## src/rtl/calculator_alu.sv

```systemverilog
// Registered N-bit integer ALU: ten arithmetic/logic/shift ops, 2N-bit result, NZCV flags.
// Division and modulo use an unrolled restoring divider, so every opcode has one-cycle latency.

module calculator_alu_div_stage #(
  parameter int Nbits = 4
) (
  input  logic [Nbits-1:0] rem_in,
  input  logic             dividend_bit,
  input  logic [Nbits-1:0] divisor,
  output logic [Nbits-1:0] rem_out,
  output logic             q_bit
);
  logic [Nbits:0] trial;

  assign trial   = {rem_in, dividend_bit};
  assign q_bit   = (trial >= {1'b0, divisor});
  // rem_in < divisor keeps the restored remainder inside Nbits
  assign rem_out = q_bit ? Nbits'(trial - {1'b0, divisor}) : trial[Nbits-1:0];
endmodule

module calculator_alu #(
  parameter int Nbits = 4
) (
  input  logic               clock,
  input  logic               rst_n,
  input  logic [3:0]         op_select,
  input  logic [Nbits-1:0]   operand1,
  input  logic [Nbits-1:0]   operand2,
  output logic [2*Nbits-1:0] resultado,
  output logic [3:0]         banderas
);
  localparam int W  = 2 * Nbits;
  localparam int W2 = 4 * Nbits;

  localparam logic [3:0] OP_ADD = 4'd0;
  localparam logic [3:0] OP_SUB = 4'd1;
  localparam logic [3:0] OP_MUL = 4'd2;
  localparam logic [3:0] OP_DIV = 4'd3;
  localparam logic [3:0] OP_MOD = 4'd4;
  localparam logic [3:0] OP_AND = 4'd5;
  localparam logic [3:0] OP_OR  = 4'd6;
  localparam logic [3:0] OP_XOR = 4'd7;
  localparam logic [3:0] OP_SHL = 4'd8;
  localparam logic [3:0] OP_SHR = 4'd9;

  logic [Nbits:0]   sum;
  logic [Nbits-1:0] diff;
  logic [W-1:0]     prod;
  logic [31:0]      shamt;
  logic [W2-1:0]    shl_full;
  logic [Nbits-1:0] quot;
  logic [Nbits-1:0] rem_chain [Nbits+1];
  logic             b_zero;
  logic [W-1:0]     res;
  logic             c_flag, v_flag;

  assign sum      = {1'b0, operand1} + {1'b0, operand2};
  assign diff     = operand1 - operand2;
  assign prod     = W'(operand1) * W'(operand2);
  assign shamt    = 32'(operand2);
  // double-width shift keeps the bits pushed past W for the carry flag
  assign shl_full = W2'(operand1) << shamt;
  assign b_zero   = (operand2 == '0);

  assign rem_chain[0] = '0;
  for (genvar k = 0; k < Nbits; k++) begin : g_div
    calculator_alu_div_stage #(.Nbits(Nbits)) u_stage (
      .rem_in       (rem_chain[k]),
      .dividend_bit (operand1[Nbits-1-k]),
      .divisor      (operand2),
      .rem_out      (rem_chain[k+1]),
      .q_bit        (quot[Nbits-1-k])
    );
  end

  always_comb begin
    res    = '0;
    c_flag = 1'b0;
    v_flag = 1'b0;
    case (op_select)
      OP_ADD: begin
        res    = W'(sum);
        c_flag = sum[Nbits];
        v_flag = (operand1[Nbits-1] == operand2[Nbits-1]) && (sum[Nbits-1] != operand1[Nbits-1]);
      end
      OP_SUB: begin
        res    = {{Nbits{diff[Nbits-1]}}, diff};
        c_flag = (operand1 < operand2);
        v_flag = (operand1[Nbits-1] != operand2[Nbits-1]) && (diff[Nbits-1] != operand1[Nbits-1]);
      end
      OP_MUL: begin
        res    = prod;
        v_flag = |prod[W-1:Nbits];
      end
      OP_DIV: begin
        res    = b_zero ? '1 : W'(quot);
        v_flag = b_zero;
      end
      OP_MOD: begin
        res    = b_zero ? W'(operand1) : W'(rem_chain[Nbits]);
        v_flag = b_zero;
      end
      OP_AND: res = W'(operand1 & operand2);
      OP_OR:  res = W'(operand1 | operand2);
      OP_XOR: res = W'(operand1 ^ operand2);
      OP_SHL: begin
        if (shamt >= W) begin
          res    = '0;
          c_flag = |operand1;
        end else begin
          res    = shl_full[W-1:0];
          c_flag = |shl_full[W2-1:W];
        end
      end
      OP_SHR: res = W'(operand1 >> shamt);
      default: res = '0;
    endcase
  end

  always_ff @(posedge clock or negedge rst_n) begin
    if (!rst_n) begin
      resultado <= '0;
      banderas  <= '0;
    end else begin
      resultado <= res;
      banderas  <= {res[W-1], (res == '0), c_flag, v_flag};
    end
  end
endmodule

```

## config.mk

```make
export PLATFORM = sky130hd
export DESIGN_NAME = calculator_alu
export DESIGN_NICKNAME = d
export VERILOG_FILES = /design/src/rtl/calculator_alu.sv
export SDC_FILE = /design/constraint.sdc
export NUM_CORES = 1
export LEC_CHECK = 0
export BUFFER_PORTS_ARGS = -buffer_cell sky130_fd_sc_hd__buf_4
export CAP_MARGIN = 5
export CELL_PAD_IN_SITES_DETAIL_PLACEMENT = 1
export CELL_PAD_IN_SITES_GLOBAL_PLACEMENT = 1
export CORE_ASPECT_RATIO = 0.8
export CORE_UTILIZATION = 35
export DETAILED_ROUTE_END_ITERATION = 7
export PLACE_DENSITY_LB_ADDON = 0.1
export SYNTH_ARGS = -nofsm -noshare
export SYNTH_HDL_FRONTEND = slang
export SYNTH_SLANG_ARGS = --single-unit
```

## constraint.sdc

```tcl
create_clock -name clock -period 0.8 [get_ports clock]
set_clock_uncertainty 0.1 [all_clocks]
set_input_delay 0.04 -clock clock [delete_from_list [all_inputs] [get_ports clock]]
set_output_delay 0.04 -clock clock [all_outputs]
set_load 0.05 [all_outputs]
```

==> flow_summary.ini, run 1 <==
[outcome]
run_status = finished with violations
violations = setup timing

[clocking]
cts_buffers = 3
clk_pin_slew_ns = 0.05
cts_sinks = 11
cts_tree = done
htree_levels = 1
cts_buffer_depth = 2
cts-root-buf = clkbuf_8

[cells_and_area]
n_fill_cell = 874
n_antenna_cell = 0
stdcell_count = 610
area_growth_pct = 73.6
drive_above_1_share_pct = 49.7
fin_nets = 570

[die]
core-area_um2 = 7390
placementRows = 28
die_w_um = 99.9
design.die.area_um2 = 8020
fp.dieH_um = 80.3
initial_core_util_pct = 36.3
io_pins = 26

[place]
portBuffers = 25
dp_hpwl_um = 8620
place_ws_ns = -4.05
place.gp.congestion = 0.919
dp.cells = 574

[yosys]
yosys.area.top_type = ha_1
synth_seq_cells = 11
synth_top_area_share_pct = 19.1
syn_avg_cell_area_um2 = 7.84
seq_area_frac_synth_pct = 10.3
yosys.cell_count.top_type = ha_1
ys_warn_count = 0
synth_flop_cell = dfrtp_1
synthTopCellsByArea = ha_1, dfrtp_1, fa_1
synth_commonest_cells = ha_1, nand2_1, nor2_1, inv_1, a21oi_1
synth_edf_count = 0
async_reset_ff_share_pct = 100
synth_area_um2 = 2680
syn-num-nets = 406
syn-instance-count = 342
synth_cell_type_count = 64

[power_and_ir_drop]
power_frac_comb_pct = 79.6
netSwitchingPower_w = 0.00270
p_clk_share_pct = 9.0
p_leak_nw = 2.19
p_seq_share_pct = 11.5
power.density_nw_per_um2 = 1300
netSwitchingFraction_pct = 44.4
ir_drop_mv = 1.05
p_int_w = 0.00337

[critical_path]
cpMaxStageDelayCell = mux2_4
end_kind = flip-flop
critPathKind = primary input to flip-flop
critical_path.top_delay_family = compound AO/OA/AOI/OAI gates
critPathBufInv = 6
worstSetupStartpointType = primary input
path_max_fanout = 6
crit_start = operand1[3]
cpPeakStageDelay_ns = 0.34
required_ns = 0.81
arrival_ns = 4.55
cpMostUsedCell = ha_4

[sta]
drv_slew = 0
setup_ws_ns = -3.74
worst_slew_pin_slew_ns = 0.659
fmax_mhz = 220
hold_violations = 0
min_period_over_period_pct = 567
period_needed_ns = 4.54
rsz0062_at_grt = yes
slew_headroom_pct = 54.9
setup_viol_count_final = 23

[routing]
remaining_drc_errors = 0
wl_um = 12900
drt-initial-drc-count = 193
antenna_left = 0
viasPerCell = 5.52
firstDrtPassIters = 4
num_vias = 3367
wl_per_cell_um = 21.1

[hold_path]
hp-class = primary input to async pin

[grt]
grtUsageTotal_pct = 31.7
grt-ovfl-total = 0
grt_max_degree = 21
antenna_found_initial = 0
grt_pass1_vias = 3596
grt_pass1_wl_um = 19300

[run]
max-cap-violations = 0
==> registers in the layout (all words and copies together), names as in the netlist <==
signal and flops:
banderas 4, resultado 7
==> worst max path at each step <==
stage                  endpoint  slack [ns]  cells after the start
detailed placement  banderas[2]       -4.05                     26
CTS                 banderas[2]       -3.58                     25
global placement    banderas[2]       -3.85                     25
global route        banderas[2]       -3.91                     26
finish              banderas[2]       -3.74                     27
floorplan           banderas[2]       -3.87                     25
==> cell families (layout without fill, tap and decap cells) <==
kind of cell             count (synthesis)  after routing  share of synthesized area [%]
AND/OR/NAND/NOR                        120            120                           22.8
AO/OA/AOI/OAI                           91             91                           24.2
buffers and inverters                   43            206                           6.72
XOR/XNOR                                12             12                           3.92
flip-flops                              11             11                           10.3
adder cells (fa/ha/maj)                 50             50                           25.8
multiplexers                            15             15                           6.30
==> power groups by stage <==
stage               registers [W]  logic [W]  clock network [W]
floorplan                0.000997    0.00187                  0
finish                   0.000696    0.00483           0.000545
global route             0.000706    0.00513           0.000565
global placement         0.000674    0.00356                  0
detailed placement       0.000677    0.00367                  0
CTS                      0.000688    0.00432           0.000545
==> layout make-up <==
type	count	area, um2	share of cell area (%)
Tap cell	105	131	2.82
Timing Repair Buffer	177	1480	31.8
Inverter	25	113	2.42
Multi-Input combinational cell	288	2610	56.1
Clock buffer	4	45.0	0.967
Sequential cell	11	277	5.94
==> stage by stage <==
stage | cell area [um2] | total power (W) | setup TNS, ns | hold slack (ns) | util, %
final | 4660 | 0.00607 | -30.26 | 0.0895 | 63.0
after global routing | 4660 | 0.00640 | -31.66 | 0.102 | 63.0
after CTS | 4490 | 0.00555 | -29.12 | 0.0827 | 60.8
after detailed placement | 3930 | 0.00435 | -33.85 | -0.224 | 53.1
after global placement | 3930 | 0.00423 | -32.64 | -0.228 | 53.1
after floorplan | 2840 | 0.00287 | -29.05 | -0.356 | -
==> layer usage <==
layer	global-route usage [%]	routed length, um	vias to the layer above
met3	2.00	455	31
met5	0	0	-
li1	-	-	1580
met4	9.41	330	0
met1	38.7	5440	1658
met2	59.7	6670	98
==> layout by cell type (no fill, tap or decap), drive strengths merged, types with 3 or more instances in the layout <==
| cell | synthesis | final |
|---|---|---|
| buf | 9 | 176 |
| ha | 41 | 41 |
| nand2 | 28 | 28 |
| nor2 | 27 | 27 |
| a21oi | 23 | 23 |
| inv | 25 | 23 |
| o21ai | 16 | 16 |
| nor3 | 14 | 14 |
| nand3 | 11 | 11 |
| dfrtp | 11 | 11 |
| nand2b | 9 | 9 |
| mux2i | 9 | 9 |
| fa | 9 | 9 |
| nor2b | 8 | 8 |
| a211oi | 7 | 7 |
| xor2 | 6 | 6 |
| xnor2 | 6 | 6 |
| mux2 | 5 | 5 |
| o311ai | 5 | 5 |
| a21o | 4 | 4 |
| a31oi | 4 | 4 |
| o211ai | 4 | 4 |
| clkbuf | 9 | 4 |
| nand4 | 3 | 3 |
| nor3b | 3 | 3 |
| and2 | 3 | 3 |
| a221oi | 3 | 3 |
==> repair_timing <==
item | 4_1_cts | 5_1_grt
pin swaps | 36 | 21
buffers inserted | 28 | 6
endpoints found under the setup margin | 23 | 23
hold endpoints to repair | 11 | 0
resized for setup | 84 | 26
hold buffers | 1 | 0
Note: power is estimated with default switching activity, not from simulation.
==> run 2: changes to the inputs <==
==> constraint.sdc (replaced) <==
create_clock -name clock -period 5.4 [get_ports clock]
set_clock_uncertainty 0.1 [all_clocks]
set_input_delay 0.27 -clock clock [delete_from_list [all_inputs] [get_ports clock]]
set_output_delay 0.27 -clock clock [all_outputs]
set_load 0.05 [all_outputs]
==> flow_summary.ini, run 2 (synthesis results as in run 1) <==
[outcome]
run_status = completed

[critical_path]
path_max_fanout = 6
worstSetupStartpointType = primary input
arrival_ns = 5.13
critPathKind = primary input to flip-flop
crit_start = operand1[3]
end_kind = flip-flop
endpoint = banderas[2]
required_ns = 5.44

[clocking]
clk_pin_slew_ns = 0.05
htree_levels = 1
cts_buffer_depth = 2
cts_tree = done
cts-root-buf = clkbuf_8
cts_sinks = 11
cts_buffers = 3

[die]
die_w_um = 99.9
design.die.area_um2 = 8020
core-area_um2 = 7390
placementRows = 28
io_pins = 26
initial_core_util_pct = 36.3
fp.dieH_um = 80.3

[hold_path]
hp-class = primary input to async pin

[run]
max-cap-violations = 0

[grt]
antenna_found_initial = 0
grt_pass1_vias = 2595
grtUsageTotal_pct = 22.5
grt_max_degree = 26
grt_pass1_wl_um = 14000
grt-ovfl-total = 0

[cells_and_area]
mostFrequentLayoutCells = buf_4, ha_1, nand2_1
regMostFlops = resultado
fin_nets = 438
n_antenna_cell = 0
largest_reg_flops = 7
stdcell_count = 478
area_growth_pct = 17.5
final_common_cell = buf_4
top_regs = resultado x7, banderas x4
drive_above_1_share_pct = 18.0

[sta]
setup_viol_count_final = 0
hold_violations = 0
min_period_over_period_pct = 94.3
whs_ns = 0.323
slew_headroom_pct = 52.7
worst_slew_pin_slew_ns = 0.691
setup-tns-final_ns = 0
fmax_mhz = 196
drv_slew = 0
period_needed_ns = 5.09

[place]
dp.cells = 467
place.gp.congestion = 0.890
portBuffers = 25
dp_hpwl_um = 7170

[routing]
wl_um = 8740
antenna_left = 0
drt-initial-drc-count = 119
wl_per_cell_um = 18.3
viasPerCell = 5.63
num_vias = 2691
firstDrtPassIters = 4
remaining_drc_errors = 0

[power_and_ir_drop]
p_leak_nw = 1.41
ir_drop_mv = 0.120
power.density_nw_per_um2 = 204
## run 2: worst max-delay path: stages
cell	delay, ns
buf_4	0.12
inv_2	0.08
ha_2	0.18
inv_1	0.04
ha_2	0.19
nand2b_1	0.15
a31o_2	0.27
inv_1	0.06
ha_1	0.25
a211oi_2	0.29
o211a_4	0.22
mux2_2	0.38
inv_1	0.08
ha_1	0.14
o21ai_0	0.09
a211o_1	0.36
o211ai_4	0.12
mux2i_2	0.26
ha_1	0.27
a21boi_0	0.13
o21ai_1	0.17
a21oi_2	0.10
a221oi_4	0.29
buf_4	0.18
o311ai_1	0.16
nor4_2	0.27
## run 2: power by group
part	leakage [nW]	internal (W)	switching (W)
Combinational	1.25	0.000190	0.000273
Sequential	0.145	0.0000956	0.00000368
Clock	0.0228	0.0000517	0.0000295
Total	1.41	0.000337	0.000306
## run 2: layout make-up
type | count | area (um2)
Sequential cell | 11 | 275
Inverter | 25 | 93.8
Timing Repair Buffer | 45 | 340
Multi-Input combinational cell | 288 | 2270
Clock buffer | 4 | 45.0
Fill cell | 910 | 4240
Tap cell | 105 | 131
## run 2: metal layers
layer | part of all wire (%) | wire [um] | track usage (%) | up-vias
met5 | 0 | 0 | 0 | -
met4 | 1.4 | 123 | 5.88 | 0
met3 | 3.5 | 303 | 1.57 | 12
met2 | 43 | 3720 | 33.9 | 60
met1 | 53 | 4590 | 34.2 | 1303
li1 | - | - | - | 1316
## run 2: worst min-delay path by stage
stage / slack, ns / startpoint / to
after floorplan: -0.13 / rst_n / banderas[0]
after global placement: 0.005 / rst_n / banderas[1]
after detailed placement: 0.01 / rst_n / banderas[0]
after CTS: 0.32 / rst_n / banderas[2]
after global routing: 0.33 / rst_n / banderas[0]
final: 0.32 / rst_n / banderas[2]
## run 2: through the flow
stage	total power (W)	utilization, %	area (um2)	setup WS [ns]
5_1_grt	0.000692	42.6	3150	-0.000608
4_1_cts	0.000609	41.5	3070	0.0443
6_report	0.000643	42.6	3150	0.308
3_3_place_gp	0.000516	40.8	3010	0.0505
2_1_floorplan	0.000399	-	2680	0.208
3_5_place_dp	0.000525	40.8	3010	-0.194
## run 2: repair_timing
action	in CTS	in global routing
buffers inserted	0	6
hold buffers	1	0
endpoints found under the hold margin	11	0
resized for setup	0	11
setup endpoints to repair	0	5
